===== src/rtl/bram_stream_reader_if.sv =====
// Stream interface between bram_stream_reader and the CNN compute datapath.
// One beat carries the four BRAM lanes packed as {lane3, lane2, lane1, lane0}.
interface bram_stream_reader_if #(
  parameter int unsigned BRAM_WIDTH = 32
);
  logic [4*BRAM_WIDTH-1:0] m_data;
  logic                    m_last;
  logic                    m_valid;
  logic                    m_ready;

  modport master (
    output m_data,
    output m_last,
    output m_valid,
    input  m_ready
  );

  modport slave (
    input  m_data,
    input  m_last,
    input  m_valid,
    output m_ready
  );
endinterface


===== src/rtl/bram_stream_reader.sv =====
// bram_stream_reader: reads a 4-lane BRAM bank word by word and streams each word-set
// over a valid/ready handshake. Read latency is hidden by a small skid FIFO whose
// free space is tracked as credits, so the stream sustains one beat per cycle and
// never loses data under backpressure.
//
// Build option: define BRAM_RD_OREG_EN when the BRAM output register is enabled
// (read latency 2, FIFO depth 3). Undefined: read latency 1, FIFO depth 2.
module bram_stream_reader #(
  parameter int unsigned BRAM_ADDR_BIT = 32,
  parameter int unsigned BRAM_WIDTH    = 32,
  parameter int unsigned BRAM_BYTE     = BRAM_ADDR_BIT / 8,
  parameter int unsigned ADDR_STEP     = 4
) (
  input  logic                     clk,
  input  logic                     rst_n,
  // Control
  input  logic                     rd_start,
  input  logic [BRAM_ADDR_BIT-1:0] rd_base,
  input  logic [31:0]              rd_quantity,
  output logic                     rd_busy,
  output logic                     rd_done,
  // BRAM read port (shared by all four lanes)
  output logic                     BRAM_RD_clk,
  output logic                     BRAM_RD_en,
  output logic                     BRAM_RD_rst,
  output logic [BRAM_BYTE-1:0]     BRAM_RD_wen,
  output logic [BRAM_ADDR_BIT-1:0] BRAM_RD_addr,
  input  logic [BRAM_WIDTH-1:0]    BRAM0_RD_dout,
  input  logic [BRAM_WIDTH-1:0]    BRAM1_RD_dout,
  input  logic [BRAM_WIDTH-1:0]    BRAM2_RD_dout,
  input  logic [BRAM_WIDTH-1:0]    BRAM3_RD_dout,
  // Output stream
  bram_stream_reader_if.master     m_if
);

`ifdef BRAM_RD_OREG_EN
  localparam int unsigned Lat = 2;
`else
  localparam int unsigned Lat = 1;
`endif
  localparam int unsigned Depth = Lat + 1;
  localparam int unsigned PtrW  = (Depth > 1) ? $clog2(Depth) : 1;
  localparam int unsigned CntW  = $clog2(Depth + 1);
  localparam int unsigned DataW = 4 * BRAM_WIDTH;

  typedef enum logic [1:0] {
    StIdle,
    StRun,
    StDrain
  } state_e;

  state_e                   state_q;
  logic [31:0]              quantity_q;
  logic [31:0]              issued_q;
  logic [31:0]              accepted_q;
  logic [BRAM_ADDR_BIT-1:0] addr_q;
  logic                     done_q;

  // One bit per outstanding read; bit Lat-1 marks the cycle its data is on dout.
  logic [Lat-1:0]           pipe_q;

  logic [DataW-1:0]         mem_q [Depth];
  logic [PtrW-1:0]          wr_ptr_q;
  logic [PtrW-1:0]          rd_ptr_q;
  logic [CntW-1:0]          count_q;

  logic                     fifo_valid;
  logic                     push;
  logic                     pop;
  logic                     issue;
  logic [31:0]              inflight;
  logic [31:0]              occupancy;

  function automatic logic [PtrW-1:0] ptr_inc(input logic [PtrW-1:0] p);
    return (p == PtrW'(Depth - 1)) ? '0 : p + PtrW'(1);
  endfunction

  // Credit check: a read may issue only if its data is guaranteed a FIFO slot,
  // counting a slot freed by a beat leaving in this same cycle.
  always_comb begin
    inflight = '0;
    for (int i = 0; i < int'(Lat); i++) begin
      inflight = inflight + {31'd0, pipe_q[i]};
    end
    fifo_valid = (count_q != '0);
    pop        = fifo_valid & m_if.m_ready;
    push       = pipe_q[Lat-1];
    occupancy  = {{(32 - CntW){1'b0}}, count_q} + inflight;
    issue      = (state_q == StRun) && (issued_q != quantity_q) &&
                 (occupancy < (Depth + {31'd0, pop}));
  end

  // Control FSM: start latching, issue/accept counting, address stepping, done pulse.
  always_ff @(posedge clk or negedge rst_n) begin
    if (!rst_n) begin
      state_q    <= StIdle;
      quantity_q <= '0;
      issued_q   <= '0;
      accepted_q <= '0;
      addr_q     <= '0;
      done_q     <= 1'b0;
    end else begin
      done_q <= 1'b0;
      if (issue) begin
        addr_q   <= addr_q + BRAM_ADDR_BIT'(ADDR_STEP);
        issued_q <= issued_q + 32'd1;
      end
      if (pop) begin
        accepted_q <= accepted_q + 32'd1;
      end
      case (state_q)
        StIdle: begin
          if (rd_start) begin
            quantity_q <= rd_quantity;
            addr_q     <= rd_base;
            issued_q   <= '0;
            accepted_q <= '0;
            // An empty transfer completes without ever becoming busy.
            if (rd_quantity == 32'd0) begin
              done_q <= 1'b1;
            end else begin
              state_q <= StRun;
            end
          end
        end
        StRun: begin
          if (issue && (issued_q + 32'd1 == quantity_q)) begin
            state_q <= StDrain;
          end
        end
        StDrain: begin
          if (pop && (accepted_q + 32'd1 == quantity_q)) begin
            state_q <= StIdle;
            done_q  <= 1'b1;
          end
        end
        default: state_q <= StIdle;
      endcase
    end
  end

  // Read-latency tracker: shifts each issue along until its data appears on dout.
  always_ff @(posedge clk or negedge rst_n) begin
    if (!rst_n) begin
      pipe_q <= '0;
    end else begin
      pipe_q[0] <= issue;
      for (int i = 1; i < int'(Lat); i++) begin
        pipe_q[i] <= pipe_q[i-1];
      end
    end
  end

  // Skid FIFO: captures returning lane data, presents the head as the stream beat.
  always_ff @(posedge clk or negedge rst_n) begin
    if (!rst_n) begin
      wr_ptr_q <= '0;
      rd_ptr_q <= '0;
      count_q  <= '0;
      for (int i = 0; i < int'(Depth); i++) begin
        mem_q[i] <= '0;
      end
    end else begin
      if (push) begin
        mem_q[wr_ptr_q] <= {BRAM3_RD_dout, BRAM2_RD_dout, BRAM1_RD_dout, BRAM0_RD_dout};
        wr_ptr_q        <= ptr_inc(wr_ptr_q);
      end
      if (pop) begin
        rd_ptr_q <= ptr_inc(rd_ptr_q);
      end
      case ({push, pop})
        2'b10:   count_q <= count_q + CntW'(1);
        2'b01:   count_q <= count_q - CntW'(1);
        default: count_q <= count_q;
      endcase
    end
  end

  // Output drive; the FIFO is in order, so the head word index equals accepted_q.
  always_comb begin
    m_if.m_valid = fifo_valid;
    m_if.m_data  = fifo_valid ? mem_q[rd_ptr_q] : '0;
    m_if.m_last  = fifo_valid && (accepted_q == quantity_q - 32'd1);
    BRAM_RD_clk  = clk;
    BRAM_RD_en   = issue;
    BRAM_RD_rst  = 1'b0;
    BRAM_RD_wen  = '0;
    BRAM_RD_addr = addr_q;
    rd_busy      = (state_q != StIdle);
    rd_done      = done_q;
  end

endmodule


===== src/flat_wrapper.sv =====
// flat-port wrapper written by rule: the top's interface ports become plain ports
module bram_stream_reader_flat 
#(
  parameter int unsigned BRAM_ADDR_BIT = 32,
  parameter int unsigned BRAM_WIDTH    = 32,
  parameter int unsigned BRAM_BYTE     = BRAM_ADDR_BIT / 8,
  parameter int unsigned ADDR_STEP     = 4
)
  (clk, rst_n, rd_start, rd_base, rd_quantity, rd_busy, rd_done, BRAM_RD_clk, BRAM_RD_en, BRAM_RD_rst, BRAM_RD_wen, BRAM_RD_addr, BRAM0_RD_dout, BRAM1_RD_dout, BRAM2_RD_dout, BRAM3_RD_dout, m_if_m_data, m_if_m_last, m_if_m_valid, m_if_m_ready);
  bram_stream_reader_if #(.BRAM_WIDTH(BRAM_WIDTH)) m_if_i ();
  input  logic clk;
  input  logic rst_n;
  input  logic rd_start;
  input  logic [BRAM_ADDR_BIT-1:0] rd_base;
  input  logic [31:0] rd_quantity;
  output logic rd_busy;
  output logic rd_done;
  output logic BRAM_RD_clk;
  output logic BRAM_RD_en;
  output logic BRAM_RD_rst;
  output logic [BRAM_BYTE-1:0] BRAM_RD_wen;
  output logic [BRAM_ADDR_BIT-1:0] BRAM_RD_addr;
  input  logic [BRAM_WIDTH-1:0] BRAM0_RD_dout;
  input  logic [BRAM_WIDTH-1:0] BRAM1_RD_dout;
  input  logic [BRAM_WIDTH-1:0] BRAM2_RD_dout;
  input  logic [BRAM_WIDTH-1:0] BRAM3_RD_dout;
  output wire logic [$bits(m_if_i.m_data)-1:0] m_if_m_data;
  output wire logic [$bits(m_if_i.m_last)-1:0] m_if_m_last;
  output wire logic [$bits(m_if_i.m_valid)-1:0] m_if_m_valid;
  input wire logic [$bits(m_if_i.m_ready)-1:0] m_if_m_ready;
  assign m_if_m_data = m_if_i.m_data;
  assign m_if_m_last = m_if_i.m_last;
  assign m_if_m_valid = m_if_i.m_valid;
  assign m_if_i.m_ready = m_if_m_ready;
  bram_stream_reader #(.BRAM_ADDR_BIT(BRAM_ADDR_BIT), .BRAM_WIDTH(BRAM_WIDTH), .BRAM_BYTE(BRAM_BYTE), .ADDR_STEP(ADDR_STEP)) u_core (.clk(clk), .rst_n(rst_n), .rd_start(rd_start), .rd_base(rd_base), .rd_quantity(rd_quantity), .rd_busy(rd_busy), .rd_done(rd_done), .BRAM_RD_clk(BRAM_RD_clk), .BRAM_RD_en(BRAM_RD_en), .BRAM_RD_rst(BRAM_RD_rst), .BRAM_RD_wen(BRAM_RD_wen), .BRAM_RD_addr(BRAM_RD_addr), .BRAM0_RD_dout(BRAM0_RD_dout), .BRAM1_RD_dout(BRAM1_RD_dout), .BRAM2_RD_dout(BRAM2_RD_dout), .BRAM3_RD_dout(BRAM3_RD_dout), .m_if(m_if_i));
endmodule

===== config.mk =====
export PLATFORM = sky130hd
export DESIGN_NAME = bram_stream_reader_flat
export DESIGN_NICKNAME = d
export VERILOG_FILES = /design/src/rtl/bram_stream_reader_if.sv /design/src/rtl/bram_stream_reader.sv /design/src/flat_wrapper.sv
export SDC_FILE = /design/constraint.sdc
export NUM_CORES = 1
export LEC_CHECK = 0
export ABC_AREA = 1
export CORE_MARGIN = 1
export CORE_UTILIZATION = 54
export CTS_CLUSTER_SIZE = 10
export DETAILED_ROUTE_END_ITERATION = 10
export GPL_TIMING_DRIVEN = 0
export PLACE_DENSITY = 0.89
export RECOVER_POWER = 50
export SETUP_SLACK_MARGIN = 0.3
export SYNTH_ARGS = -nofsm -noshare
export SYNTH_HDL_FRONTEND = slang
export SYNTH_SLANG_ARGS = --single-unit

===== constraint.sdc =====
create_clock -name clk -period 3.2 [get_ports clk]
set_clock_uncertainty 0.1 [all_clocks]
set_input_delay 0.64 -clock clk [delete_from_list [all_inputs] [get_ports clk]]
set_output_delay 0.64 -clock clk [all_outputs]
set_load 0.05 [all_outputs]

# Word-level counts from Yosys, hierarchy flattened
# Index checks and enable logic that the tools add are counted.
# Widths: inputs -> output; s select.
[totals]
ff_bits = 392
output_inout_bits = 171
in_bits = 196
word_cells = 82
[classes]
n_reduce_logical = 13
order_cmp = 4
n_mux = 28
n_addsub = 10
eq_ne = 12
bitwise = 3
[op_table]
columns = ["op", "count"]
rows = [
  ["$mux 128", 5],
  ["$mux 32", 9],
  ["$bwmux 256", 1],
  ["$demux 128 s1", 1],
  ["$eq 32x32->1", 3],
  ["$add 32x1->32 const B", 2],
  ["$add 32x3->32 const B", 1],
  ["$logic_not 32->1", 1],
  ["$lt 32x32->1", 1],
  ["$ne 32x32->1", 1],
  ["$sub 32x1->32 const B", 1],
  ["$mux 2", 4],
  ["$logic_and 1x1->1", 6],
  ["$ne 2x2->1 const B", 3],
  ["$pmux 2 s3", 1],
  ["$reduce_bool 2->1", 3],
  ["$mux 1", 5],
  ["$eq 2x1->1 const B", 2],
  ["$eq 2x2->1 const B", 2],
  ["$ge 2x2->1 const B", 2],
  ["$not 1->2", 2],
  ["$pmux 2 s2", 1],
  ["$reduce_and 4->1", 1],
  ["$add 2x1->3", 1],
  ["10 further kinds", 11],
]

# Logic depth before layout (Yosys ltp)
[logic_depth]
depth_word = 8
mapped_depth = 17
depth_no_buf = 17

==> run_results.csv <==
group,metric,value,unit
detailed_routing,vias,23440,
setup_path,r2r-start,"u_core.count_q[1]$_DFFE_PN0P_",
clock_tree,clock_latency,0.72,ns
yosys,synth_common_cells,"1010 x nand2_1, 392 x dfrtp_1, 348 x o21ai_0",
setup_path,cp-start-kind,"flip-flop",
setup_path,path_class,"flip-flop to output port",
clock_tree,tritoncts,"done",
timing,final-hold-violation-count,0,
setup_path,crit_family,"simple AND/OR/NAND/NOR gates",
floorplan,ioPinCount,367,
yosys,synthDistinctLibCells,50,
power_and_ir_drop,p_leak,13.79,nW
final_layout,drive_gt1_share,13.70,%
floorplan,dieArea,41830,µm²
clock_tree,clkSlewWorstSetupHoldPaths,0.06,ns
timing,max_freq,266.5,MHz
detailed_routing,drtPass1Iterations,6,
timing,rsz0062_at_grt,"yes",
timing,finalSetupViolCount,3,
detailed_routing,wl_per_cell,19.86,µm
run_status,status,"finished, violations left",
run_status,violations,"max-capacitance violations, max-slew violations, negative setup slack",
setup_path,cp-end-kind,"output port",
min_path,worstHoldPathType,"flip-flop to flip-flop",
yosys,synthDominantCellAreaShare,44.29,%
yosys,ys_ff_latch,392,
timing,fin_crit_sh,117.3,%
final_layout,areaGrowthSynthToFinish,31.30,%
timing,min_period,3.753,ns
detailed_routing,wl,80.72,mm
detailed_routing,drc_errors,0,
run,max-cap-violations,1,
global_routing,grt_overflow,0,
global_routing,grt_first_pass_wirelength,121.9,mm
global_routing,grt_max_degree,117,
setup_path,worstPathCellList,"buf_4, nand2_1, inv_1, nor2_1, nand2_1, nand2_1, nand2_1, nor2_1, nand3_1, nor2_1, nand4_1, nor2_2, nand4_1, nor3_4, buf_6",
detailed_routing,postRouteAntennaNets,0,
setup_path,cp-startpoint,"u_core.quantity_q[4]$_DFFE_PN0P_",
setup_path,cpMostUsedCell,"nand2_1",
setup_path,cp_max_fo,5,
global_routing,grt_use_met3,9.736,%
power_and_ir_drop,power_density,1242,nW/µm²
timing,maxSlewViolCount,79,
setup_path,cp_slowest_cell,"dfrtp_2",
floorplan,coreArea,40100,µm²
global_routing,antenna_found_initial,9,
detailed_routing,drtIter0Drc,2455,
yosys,synthArstFlopShare,100.0,%
yosys,synth_area,22150,µm²
detailed_routing,viasPerCell,5.767,
yosys,synth_ff_type,"dfrtp_1",
floorplan,rows,73,
placed_design,io_buffers,361,
global_routing,top_usage_layer,"met2",
setup_path,reg2reg_slack,-0.03,ns
timing,slew_headroom,-42.39,%
setup_path,max_stage_delay,0.48,ns
global_routing,grt.met2_usage,60.64,%
min_path,min_from,"u_core.BRAM_RD_addr[0]$_DFFE_PN0P_",
timing,setup_slack,-0.5530,ns
final_layout,final_cells,4065,
yosys,synth_edf_count,0,
yosys,yosys.area.top_type,"dfrtp_1",
final_layout,nets,3724,
placed_design,hpwl,57.09,mm
yosys,ys_warn_count,0,
power_and_ir_drop,worst_ir_drop_vdd,1301,µV
yosys,synth_most_common_cell,"nand2_1",
floorplan,die_h,204.5,µm
timing,hold_slack,0.3782,ns
placed_design,dp.cells,3957,
placed_design,gp_congestion,1.022,
yosys,yosysSeqAreaShare,44.29,%
global_routing,grt.met1_usage,47.11,%
setup_path,worstPathRequired,2.46,ns
setup_path,arrival,3.01,ns
yosys,synthCells,3064,
yosys,netlist_top_cells_area,"dfrtp_1 44%, nand2_1 17%, o21ai_0 7.9%",
setup_path,crit_buf_inv,3,
timing,worstMarginPinSlew,2.136,ns
global_routing,grt_util_all_layers,37.74,%
global_routing,grt_pass1_vias,22430,
floorplan,die_width,204.5,µm
floorplan,initial_core_util,55.23,%
yosys,syn_area_per_cell,7.228,µm²
[flip-flops by register name, summed over array words and instances (netlist names), 2 cells and up]
name	flops
u_core.state_q	2
u_core.count_q	2
u_core.accepted_q	32
u_core.mem_q	256
u_core.issued_q	32
u_core.BRAM_RD_addr	32
u_core.quantity_q	32
[worst reg2reg max path: stages, from the launching register on]
cell	delay, ns
dfrtp_1	0.35
inv_1	0.06
nand2_1	0.14
nand2_1	0.20
inv_1	0.14
clkbuf_1	0.54
clkbuf_1	0.77
ha_1	0.39
a21oi_1	0.14
o21ai_0	0.12
xor2_1	0.16
[layout make-up]
type	count	area (µm²)
buffer	153	957.2
multi-input combinational	2196	11120
sequential	392	9833
timing repair buffer	400	3837
clock buffer	61	1351
inverter	327	1232
clock inverter	5	71.32
antenna	6	15.01
fill	2912	11020
tap	525	656.9
[cells by family after synthesis]
group                      Yosys count  share of synthesized area [%]
AOI/OAI and AO/OA                  567                          13.32
buffers and inverters              480                          8.519
adders and majority gates            7                         0.3954
DFF                                392                          44.29
other                                1                        0.01693
and+or+nand+nor                   1475                          27.60
xor gates and xnor gates           142                          5.864
[stage by stage]
stage	area [µm²]	util [%]	TNS [ns]	worst slack (ns)	total power (W)
after CTS	28570	71.25	-0.4804	-0.4254	0.03479
after detailed placement	26530	66.17	-19.03	-0.7701	0.02870
final	29080	72.52	-0.6601	-0.5530	0.03613
after floorplan	22170	-	0	0.2989	0.02200
after global routing	29080	72.52	-35.05	-0.6399	0.03795
after global placement	26440	65.95	-6056.76	-15.44	0.02834
[what timing repair did]
action | in CTS | in global routing
hold buffers | 1 | 0
resized for setup | 996 | 141
endpoints found under the setup margin | 133 | 131
buffers inserted | 22 | 14
pin swaps | 20 | 22
hold endpoints to repair | 78 | 0
[power breakdown]
group,internal (W),switching (W)
clock network,0.00297,0.00226
logic,0.00708,0.0145
registers,0.00729,0.00205
total,0.0173,0.0188
[layout by cell type, fill, tap and decap left out, types with 40 or more instances in the layout]
cell / Yosys / routed
buf_6: 3 / 61
a21oi_1: 171 / 100
a21oi_2: 0 / 60
o21ai_0: 348 / 348
nand2_1: 1010 / 1001
clkbuf_16: 0 / 52
dfrtp_1: 392 / 373
buf_4: 12 / 131
xnor2_1: 50 / 40
inv_1: 324 / 318
nor3_1: 41 / 41
xor2_1: 88 / 87
clkdlybuf4s50_1: 0 / 228
nor2_1: 215 / 196
clkbuf_1: 115 / 84
nand3_1: 104 / 102
[path summary, 6_finish.rpt]
| path | to | cells past startpoint |
|---|---|---|
| min | u_core.BRAM_RD_addr[0]$_DFFE_PN0P_ | 2 |
| max reg2reg | u_core.count_q[1]$_DFFE_PN0P_ | 10 |
| min in group asynchronous | u_core.issued_q[28]$_DFF_PN0_ | 2 |
| max | m_if_m_last | 15 |
| max in group asynchronous | u_core.mem_q[236]$_DFFE_PN0P_ | 4 |
| min reg2reg | u_core.BRAM_RD_addr[0]$_DFFE_PN0P_ | 2 |
[layer usage]
layer / vias up / share of wire [%]
met5: - / 0.051
met4: 6 / 5.3
met3: 300 / 11
met2: 1441 / 46
met1: 11080 / 38
li1: 10610 / -
(Power assumes the default switching activity.)
